<file path="src/rtl/nn_pkg.sv">
// Shared constants and types for the RNN output classifier blocks.
package nn_pkg;

    localparam int          DATA_W  = 32;
    localparam logic [31:0] FP_ZERO = 32'h0000_0000;
    localparam logic [31:0] FP_ONE  = 32'h3F80_0000;

    localparam int BEATS = 9;
    localparam int STEPS = 3;
    localparam int ELEMS = 3;

    typedef enum logic {
        IDLE,
        RUN
    } state_t;

endpackage

</file>
<file path="src/rtl/nn_fp_cmp.sv">
// Combinational single-precision a > b with denormals flushed to zero.
module nn_fp_cmp
    import nn_pkg::*;
(
    input  logic [DATA_W-1:0] a_i,
    input  logic [DATA_W-1:0] b_i,
    output logic              gt_o
);

    logic a_zero, b_zero, a_neg, b_neg;
    logic [DATA_W-2:0] a_mag, b_mag;

    assign a_zero = (a_i[DATA_W-2 -: 8] == 8'd0);
    assign b_zero = (b_i[DATA_W-2 -: 8] == 8'd0);
    assign a_neg  = a_i[DATA_W-1];
    assign b_neg  = b_i[DATA_W-1];
    assign a_mag  = a_i[DATA_W-2:0];
    assign b_mag  = b_i[DATA_W-2:0];

    always_comb begin
        gt_o = 1'b0;
        if (a_zero && b_zero) begin
            gt_o = 1'b0;
        end else if (a_zero) begin
            gt_o = b_neg;
        end else if (b_zero) begin
            gt_o = !a_neg;
        end else if (a_neg != b_neg) begin
            gt_o = !a_neg;
        end else if (!a_neg) begin
            gt_o = (a_mag > b_mag);
        end else begin
            // Larger magnitude is the smaller value for negatives.
            gt_o = (a_mag < b_mag);
        end
    end

endmodule

</file>
<file path="src/rtl/nn_y_argmax.sv">
// Per-timestep argmax over the RNN core's 9-beat output burst, with a
// small result buffer drained through a valid/ready handshake.
module nn_y_argmax #(
    parameter int FIFO_DEPTH = 4,
    parameter int DATA_W     = 32
) (
    input  logic              clk,
    input  logic              rst,
    input  logic              in_valid,
    input  logic [DATA_W-1:0] in_data,
    input  logic              out_ready,
    output logic              out_valid,
    output logic [1:0]        out_step,
    output logic [1:0]        out_cls,
    output logic [DATA_W-1:0] out_max,
    output logic              ovf,
    output logic              err
);
    import nn_pkg::*;

    localparam int PTR_W = $clog2(FIFO_DEPTH);
    localparam int CNT_W = PTR_W + 1;

    typedef struct packed {
        logic [1:0]        step;
        logic [1:0]        cls;
        logic [DATA_W-1:0] max;
    } result_t;

    state_t            state_q, state_d;
    logic [1:0]        elem_q, elem_d, step_q, step_d;
    logic              wait_low_q, wait_low_d;
    logic              err_q, err_d, ovf_q, ovf_d;
    logic [DATA_W-1:0] max_q, max_d;
    logic [1:0]        idx_q, idx_d;
    result_t           mem_q [FIFO_DEPTH];
    result_t           mem_d [FIFO_DEPTH];
    logic [PTR_W-1:0]  rd_q, rd_d, wr_idx;
    logic [CNT_W-1:0]  cnt_q, cnt_d;
    logic              out_valid_q, out_valid_d;
    result_t           out_q, out_d;
    logic              beat_en, gt, push, pop, push_ok;
    result_t           res;

    nn_fp_cmp u_cmp (
        .a_i  (in_data),
        .b_i  (max_q),
        .gt_o (gt)
    );

    always_comb begin
        state_d    = state_q;
        elem_d     = elem_q;
        step_d     = step_q;
        wait_low_d = wait_low_q && in_valid;
        err_d      = err_q;
        max_d      = max_q;
        idx_d      = idx_q;
        beat_en    = 1'b0;
        case (state_q)
            IDLE: begin
                // After a reset mid-burst, wait for in_valid to drop first.
                if (in_valid && !wait_low_q) begin
                    beat_en = 1'b1;
                    state_d = RUN;
                end
            end
            RUN: begin
                if (in_valid) begin
                    beat_en = 1'b1;
                end else begin
                    state_d = IDLE;
                    if (elem_q != 2'd0 || step_q != 2'd0) err_d = 1'b1;
                    elem_d  = 2'd0;
                    step_d  = 2'd0;
                end
            end
            default: state_d = IDLE;
        endcase
        if (beat_en) begin
            if (elem_q == 2'(ELEMS - 1)) begin
                elem_d = 2'd0;
                step_d = (step_q == 2'(STEPS - 1)) ? 2'd0 : step_q + 2'd1;
            end else begin
                elem_d = elem_q + 2'd1;
            end
            if (elem_q == 2'd0) begin
                max_d = in_data;
                idx_d = 2'd0;
            end else if (gt) begin
                max_d = in_data;
                idx_d = elem_q;
            end
        end
    end

    assign push     = beat_en && (elem_q == 2'(ELEMS - 1));
    assign res.step = step_q;
    assign res.cls  = gt ? elem_q : idx_q;
    assign res.max  = gt ? in_data : max_q;
    assign pop      = out_ready && (cnt_q != '0);
    // A full buffer still accepts a push when the head leaves in the same cycle.
    assign push_ok  = push && ((cnt_q != CNT_W'(FIFO_DEPTH)) || pop);
    assign wr_idx   = rd_q + cnt_q[PTR_W-1:0];

    always_comb begin
        for (int i = 0; i < FIFO_DEPTH; i++) mem_d[i] = mem_q[i];
        if (push_ok) mem_d[wr_idx] = res;
        rd_d        = pop ? rd_q + PTR_W'(1) : rd_q;
        cnt_d       = cnt_q + CNT_W'(push_ok) - CNT_W'(pop);
        ovf_d       = ovf_q || (push && !push_ok);
        out_valid_d = (cnt_d != '0);
        out_d       = out_valid_d ? mem_d[rd_d] : '0;
    end

    always_ff @(posedge clk) begin
        if (rst) begin
            state_q     <= IDLE;
            elem_q      <= 2'd0;
            step_q      <= 2'd0;
            wait_low_q  <= in_valid;
            err_q       <= 1'b0;
            ovf_q       <= 1'b0;
            rd_q        <= '0;
            cnt_q       <= '0;
            out_valid_q <= 1'b0;
            out_q       <= '0;
        end else begin
            state_q     <= state_d;
            elem_q      <= elem_d;
            step_q      <= step_d;
            wait_low_q  <= wait_low_d;
            err_q       <= err_d;
            ovf_q       <= ovf_d;
            rd_q        <= rd_d;
            cnt_q       <= cnt_d;
            out_valid_q <= out_valid_d;
            out_q       <= out_d;
        end
    end

    always_ff @(posedge clk) begin
        max_q <= max_d;
        idx_q <= idx_d;
        for (int i = 0; i < FIFO_DEPTH; i++) mem_q[i] <= mem_d[i];
    end

    assign out_valid = out_valid_q;
    assign out_step  = out_q.step;
    assign out_cls   = out_q.cls;
    assign out_max   = out_q.max;
    assign ovf       = ovf_q;
    assign err       = err_q;

endmodule

</file>
<file path="config.mk">
export PLATFORM = sky130hd
export DESIGN_NAME = nn_y_argmax
export DESIGN_NICKNAME = d
export VERILOG_FILES = /design/src/rtl/nn_pkg.sv /design/src/rtl/nn_fp_cmp.sv /design/src/rtl/nn_y_argmax.sv
export SDC_FILE = /design/constraint.sdc
export NUM_CORES = 1
export LEC_CHECK = 0
export ABC_CLOCK_PERIOD_IN_PS = 9900
export CAP_MARGIN = 20
export CORE_MARGIN = 2
export CORE_UTILIZATION = 40
export CTS_CLUSTER_SIZE = 20
export DETAILED_ROUTE_END_ITERATION = 10
export PLACE_DENSITY_LB_ADDON = 0.15
export SLEW_MARGIN = 20
export SYNTH_ARGS = -nofsm -noshare
export SYNTH_HDL_FRONTEND = slang
export SYNTH_HIERARCHICAL = 1
export SYNTH_SLANG_ARGS = --single-unit
</file>
<file path="constraint.sdc">
create_clock -name clk -period 9.9 [get_ports clk]
set_input_delay 1.485 -clock clk [delete_from_list [all_inputs] [get_ports clk]]
set_output_delay 1.485 -clock clk [all_outputs]
set_load 0.03 [all_outputs]
</file>
======== After elaboration in Yosys (flattened, before gate mapping) ========
Memory sizes are Yosys's and may differ from the RTL's.
Index checks and enable logic that the tools add are counted.
storage, ports and cells
  input port bits ......................... 36
  flip-flop bits (word level) ............. 84
  logic and storage cells ................. 90
  memory bits (writable) .................. 144
  memories kept ........................... 1
operators by class
  bitwise logic cells ..................... 5
  reductions and logical operators ........ 25
  multiplexer cells ....................... 29
  order comparisons ....................... 5
  add/sub/neg operators ................... 6
  eq/ne operators ......................... 5
memories
  name   words  bits a word  read ports  clocked after memory_dff  write ports  line               source
  mem_q  4      36           4           0                         4            nn_y_argmax.sv:36  result_t mem_q [FIFO_DEPTH];
operator list
  cell                 number
  $bwmux 144           1
  $mux 144             1
  $mux 36              3
  $bmux 36 s2          1
  $demux 36 s2         1
  $mux 32              2
  $gt 31x31->1         1
  $lt 31x31->1         1
  $mux 2               11
  $logic_not 8->1      2
  $logic_and 1x1->1    8
  $mux 1               8
  $add 2x1->2 const B  3
  $ge 3x3->1 const B   2
  $not 2->3            2
  $reduce_bool 2->1    3
  $reduce_bool 3->1    2
  $eq 2x2->1 const B   2
  $add 3x1->3          1
  $logic_not 1->1      3
  $logic_or 1x1->1     3
  $lt 3x1->1 const B   1
  $ne 3x3->1 const B   1
  $not 1->1            3
  9 further kinds      9

======== Logic depth before layout (Yosys ltp) ========
  word-level depth ........................ 12
  depth in mapped cells ................... 18
  gate-level depth less buffers ........... 13

======== By module ========
Netlist, hierarchy kept.
modules (own cells, without submodules)
  module       cells each  instances  area each (sq um)  sequential area each (sq um)
  nn_y_argmax  987         1          9306.4             4904.7
  nn_fp_cmp    122         1          855.8              0.0

======== Worst setup path before layout ========
No wires, ideal clock.
  kind .................................... input -> register
  start point ............................. input in_valid
  end point ............................... register out_q, in the netlist out_cls[0]
  stages .................................. 17
  arrival time ............................ 4.750 ns
  setup slack ............................. 5.031 ns
  buffers on the path ..................... 4
  path through ............................ inv_1 nor4b_2 buf_2 buf_1 buf_1 inv_1 ha_1 inv_1 ha_1 fa_1 xor3_1 a21oi_1 and2_0 nand2_1 clkbuf_1 a211oi_1 a211o_1
between the ends
  longest elaborated chain between the ends .. 10
  elaborated cells on any way between the ends .. 15
RTL lines
  item                       line                source
  start, declared            nn_y_argmax.sv:9    input logic in_valid,
  $logic_and 1x1->1          nn_y_argmax.sv:63   if (in_valid && !wait_low_q) begin
  $mux 1                     nn_y_argmax.sv:63
  $pmux 1 s2 (*)             nn_y_argmax.sv:60   case (state_q)
  $logic_and 1x1->1 (*)      nn_y_argmax.sv:97   assign push = beat_en && (elem_q == 2'(ELEMS - 1));
  $logic_and 1x1->1 (*)      nn_y_argmax.sv:103  assign push_ok = push && ((cnt_q != CNT_W'(FIFO_DEPTH)) || pop);
  $add 3x1->3                nn_y_argmax.sv:110  cnt_d = cnt_q + CNT_W'(push_ok) - CNT_W'(pop);
  $sub 3x1->3                nn_y_argmax.sv:110
  $reduce_bool 3->1          nn_y_argmax.sv:112  out_valid_d = (cnt_d != '0);
  $not 1->1 (no line)        -
  $reduce_or 2->1 (no line)  -
  end signal, assigned       nn_y_argmax.sv:138  out_q <= out_d;
  end, declared              nn_y_argmax.sv:41   result_t out_q, out_d;
Mark *: on every way between the ends. The rest lies on a longest branch, timed or not. The select of a mux whose other input is x is not followed.
A chain may end at the register's enable or synchronous reset.

======== Worst setup path after layout ========
  start point ............................. input in_data[29]
  end point ............................... register out_q, in the netlist out_max[1]
between the ends
  longest elaborated chain between the ends .. 12
  elaborated cells on any way between the ends .. 15
RTL lines
  item                                            line                              source
  start, declared                                 nn_y_argmax.sv:10                 input logic [DATA_W-1:0] in_data,
  $gt 31x31->1 or $lt 31x31->1 (tied branches)    nn_fp_cmp.sv:31, nn_fp_cmp.sv:34
  $mux 1                                          nn_fp_cmp.sv:30                   end else if (!a_neg) begin
  $mux 1                                          nn_fp_cmp.sv:28                   end else if (a_neg != b_neg) begin
  $mux 1                                          nn_fp_cmp.sv:26                   end else if (b_zero) begin
  $mux 1                                          nn_fp_cmp.sv:24                   end else if (a_zero) begin
  $mux 1 (*)                                      nn_fp_cmp.sv:22                   if (a_zero && b_zero) begin
  net gt                                          nn_y_argmax.sv:42                 logic beat_en, gt, push, pop, push_ok;
  $mux 32 (*)                                     -
  $bwmux 144 (*)                                  nn_y_argmax.sv:108                if (push_ok) mem_d[wr_idx] = res;
  $mux 144 (*)                                    nn_y_argmax.sv:108
  $bmux 36 s2 (*)                                 nn_y_argmax.sv:113                out_d = out_valid_d ? mem_d[rd_d] : '0;
  $mux 36 (implied by the code) (*) (2 in a row)  nn_y_argmax.sv:113
The timed path passes the listed nets; every way through them passes the cells marked *. The select of a mux whose other input is x is not followed.

==> metrics.md <==
| Metric | Value |
|---|---|
| Status | finished clean |
| Unrepaired setup endpoints after global routing | no |
| Number of DRC markers after the initial detailed-route iteration | 555 |
| Layer with the highest usage after global routing | met2 |
| Proportion of synthesized flip-flops having asynchronous set or reset | 0% |
| Clock slew at reported path FFs | approximately 0.060 ns |
| Synth top area share | 38.2% |
| Maximum capacitance violations | 0 |
| CTS max path bufs | 3 |
| Critical Path Fanout Max | 26 |
| Element type at the critical path start | input pin |
| Starting utilization of the core area | 40.6% |
| Number of diodes | 0 |
| Area enclosed by the die boundary | 26700 sq um |
| Most frequent standard cell in the layout excluding fill and tap cells | sky130_fd_sc_hd__a21oi_1 |
| Design internal power | around 2.3 mW |
| Grt met1 use | about 28% |
| Drt first pass iters | 5 |
| Clock tree root driver cell | sky130_fd_sc_hd__clkbuf_16 |
| Inserted Clock Buffers | 26 |
| P&R area growth vs syn | 18.2% |
| Total core area | ~25000 sq um |
| Worst endpoint required time | 10.32 ns |
| Switching Power | ~1.3 mW |
| Sw Share | 36.4% |
| Met3 Use GR | 2.39% |
| Final core occ | a little under half |
| Post-cts resize count | 0 |
| Die Y-Extent | ~160 um |
| Source-to-sink clock delay at the later pin of the worst-skew pair | 0.53 ns |
| Drc violations | 0 |
| Worst VDD drop | 185 uV |
| Number of filler instances in the final layout | 2381 |
| Net Count, Synth | 1180 |
| Warnings from Yosys | 6 |
| Largest net degree at the start of global routing | 82 |
| Max frequency | 189 MHz |
| Worst Path Arrival | 5.70 ns |
| Number of failing hold endpoints at the final stage | 0 |
| Count of buffers added by post-CTS timing repair for setup | 0 |
| Initial antenna violation count | 0 |
| Post-DR wirelength/cell | 17.9 um |
| Most frequent cells in the layout | sky130_fd_sc_hd__a21oi_1, sky130_fd_sc_hd__dfxtp_1, sky130_fd_sc_hd__nor2_1 |
| Number of global-route vias before repair | 7826 |
| Gate count after technology mapping | 1109 |
| Post-synthesis instance area | 10200 sq um |
| Setup_tns | 0 ns |
| Tmin final | 5.28 ns |
| FF/Latch Area | 4900 sq um |
| Leakage power of the design | 5.16 nW |
| Htree depth | 1 |
| Worst setup skew after layout | roughly 0.0069 ns |
| Number of distinct library cells after synthesis | 60 |
| Count of state elements after synthesis | 228 |
| Part of the total power dissipated in combinational logic | a little over a third |
| Routability cong. | 0.756 |
| Global-route usage over all layers | 20.1% |
| Sink Count | 228 |
| Via count normalized by instance count | 5.56 |
| Die Wd | approximately 160 um |
| Transition time of the tightest slew-check pin | ~1.1 ns |
| Leading cell types by total area after synthesis | sky130_fd_sc_hd__dfxtp_1, sky130_fd_sc_hd__a21oi_1, sky130_fd_sc_hd__edfxtp_1 |
| Final slew viol count | 0 |
| Primary flip-flop cell chosen by synthesis mapping | sky130_fd_sc_hd__dfxtp_1 |
| Fraction of layout cells with a size suffix above 1 | 7.19% |
| Via count of the routed design | 8254 |
| Final-stage net count | 1206 |
| Multi-input combinational cell area | 4810 sq um |
| Count of pins on the block boundary | 75 |
| Register share of total power | between 30% and 40% |
| Hold crit path type | flip-flop to flip-flop |
| Clock network power share | 27.6% |
| Wire length of the first global-routing pass | 42.8 mm |
| Final wirelength | between 20 and 30 mm |
| Sequential cell area fraction in the yosys report | 48.3% |
| Count of endpoints failing setup in the final report | 0 |
| CTS tree | yes |
| Met2 global-route usage | 32.7% |
| Number of enable flip-flop cells after synthesis | 34 |
| Routed Antenna Nets | 0 |
| Cell row count | 58 |
| Synth Area per Inst | 9.16 sq um |
| Most area-hungry cell type in the Yosys netlist | sky130_fd_sc_hd__dfxtp_1 |
| Period utilisation layout | 53.3% |
| Hpwl dp | 15.5 mm |
| Count of buffers from port buffering | between 70 and 80 |
| Max-Slew Margin vs Limit | between 20% and 30% |
| CP Capture Type | flip-flop |
| Startpoint-to-endpoint class of the critical path | input pin to flip-flop |
| Overflow after GRT | 0 |
| Total of hold buffers inserted after clock tree synthesis | 0 |
| Power density over cell area | between 300 and 400 nW/um^2 |
## Yosys cell counts, types with 2 or more instances
cell                         n
sky130_fd_sc_hd__a21oi_1   215
sky130_fd_sc_hd__dfxtp_1   194
sky130_fd_sc_hd__nor2_1    162
sky130_fd_sc_hd__a211oi_1   70
sky130_fd_sc_hd__clkbuf_1   51
sky130_fd_sc_hd__nand2_1    47
sky130_fd_sc_hd__inv_1      38
sky130_fd_sc_hd__nand4_1    38
sky130_fd_sc_hd__o311a_1    35
sky130_fd_sc_hd__a211o_1    34
sky130_fd_sc_hd__edfxtp_1   34
sky130_fd_sc_hd__ha_1       34
sky130_fd_sc_hd__mux2i_1    34
sky130_fd_sc_hd__buf_2      24
sky130_fd_sc_hd__buf_1      13
sky130_fd_sc_hd__mux2_2      8
sky130_fd_sc_hd__nor2b_1     6
sky130_fd_sc_hd__nor3_1      5
sky130_fd_sc_hd__o21ai_0     5
sky130_fd_sc_hd__nand2b_1    4
sky130_fd_sc_hd__nand3_1     4
sky130_fd_sc_hd__nand3b_1    4
sky130_fd_sc_hd__o31ai_1     4
sky130_fd_sc_hd__a22oi_1     3
sky130_fd_sc_hd__nor4_1      3
sky130_fd_sc_hd__a21o_1      2
sky130_fd_sc_hd__and2_0      2
sky130_fd_sc_hd__o31a_1      2
sky130_fd_sc_hd__or4_1       2
sky130_fd_sc_hd__xnor2_1     2
## cells by family after synthesis
| group | synth area share, % |
|---|---|
| flip-flops | 48.3 |
| adder cells (fa/ha/maj) | 4.38 |
| AO/OA/AOI/OAI | 24.5 |
| buffers and inverters | 5.07 |
| XOR/XNOR | 0.874 |
| AND/OR/NAND/NOR | 12.7 |
| multiplexers | 4.24 |
## power groups by stage
stage	clock, mW	combinational, mW	sequential, mW
floorplan	0	0.681	1.50
global placement	0	1.24	1.38
detailed placement	0	1.26	1.38
CTS	1.01	1.26	1.36
global route	1.05	1.38	1.39
finish	0.997	1.26	1.36
## sequential cells by signal, summed over array words and instances (netlist names), 2 cells and up
name,cells
out_max,32
cnt_q,3
idx_q,2
out_step,2
max_q,32
rd_q,2
elem_q,2
step_q,2
out_cls,2
mem_q,144
## critical path, stage by stage
cell and delay, ns:
sky130_fd_sc_hd__clkdlybuf4s50_1 0.53, sky130_fd_sc_hd__ha_1 0.36, sky130_fd_sc_hd__nand3_1 0.10, sky130_fd_sc_hd__nor4_1 0.51
sky130_fd_sc_hd__nand4_1 0.30, sky130_fd_sc_hd__a21oi_2 0.21, sky130_fd_sc_hd__nor2_1 0.08, sky130_fd_sc_hd__o21bai_4 0.36
sky130_fd_sc_hd__buf_4 0.56, sky130_fd_sc_hd__mux2i_1 0.71, sky130_fd_sc_hd__a211oi_1 0.15, sky130_fd_sc_hd__a211o_1 0.31
## cell type report
class,instances,share of cell area [%]
Clock buffer,37,6.88
Inverter,38,1.19
Timing Repair Buffer,88,7.04
Multi-Input combinational cell,753,40.0
Tap cell,330,3.44
Clock inverter,10,0.646
Sequential cell,228,40.8
## metal layers
metal	share of wire (%)	vias to the layer above
met3	4.7	34
met4	1.9	0
met2	45	176
met1	48	3916
met5	0	-
li1	-	4128
## metrics by stage
| stage | power (mW) | worst slack (ns) | instances | area, sq um | hold slack (ns) |
|---|---|---|---|---|---|
| final | 3.62 | 4.62 | 1484 | 12000 | 0.475 |
| after global routing | 3.82 | 4.37 | 1484 | 12000 | 0.484 |
| after CTS | 3.64 | 4.62 | 1484 | 12000 | 0.478 |
| after detailed placement | 2.64 | 4.10 | 1437 | 11100 | 0.464 |
| after global placement | 2.62 | 4.15 | 1437 | 11100 | 0.458 |
| after floorplan | 2.18 | 5.03 | 1109 | 10200 | 0.439 |
## path summary, 6_finish.rpt
check,from,cells past startpoint,slack [ns],endpoint
setup / recovery,in_data[29],12,4.62,out_max[1]
hold / removal,err,2,0.48,err
setup reg to reg,max_q[26],12,5.66,out_max[1]
hold reg to reg,err,2,0.48,err
(Power assumes the default switching activity.)
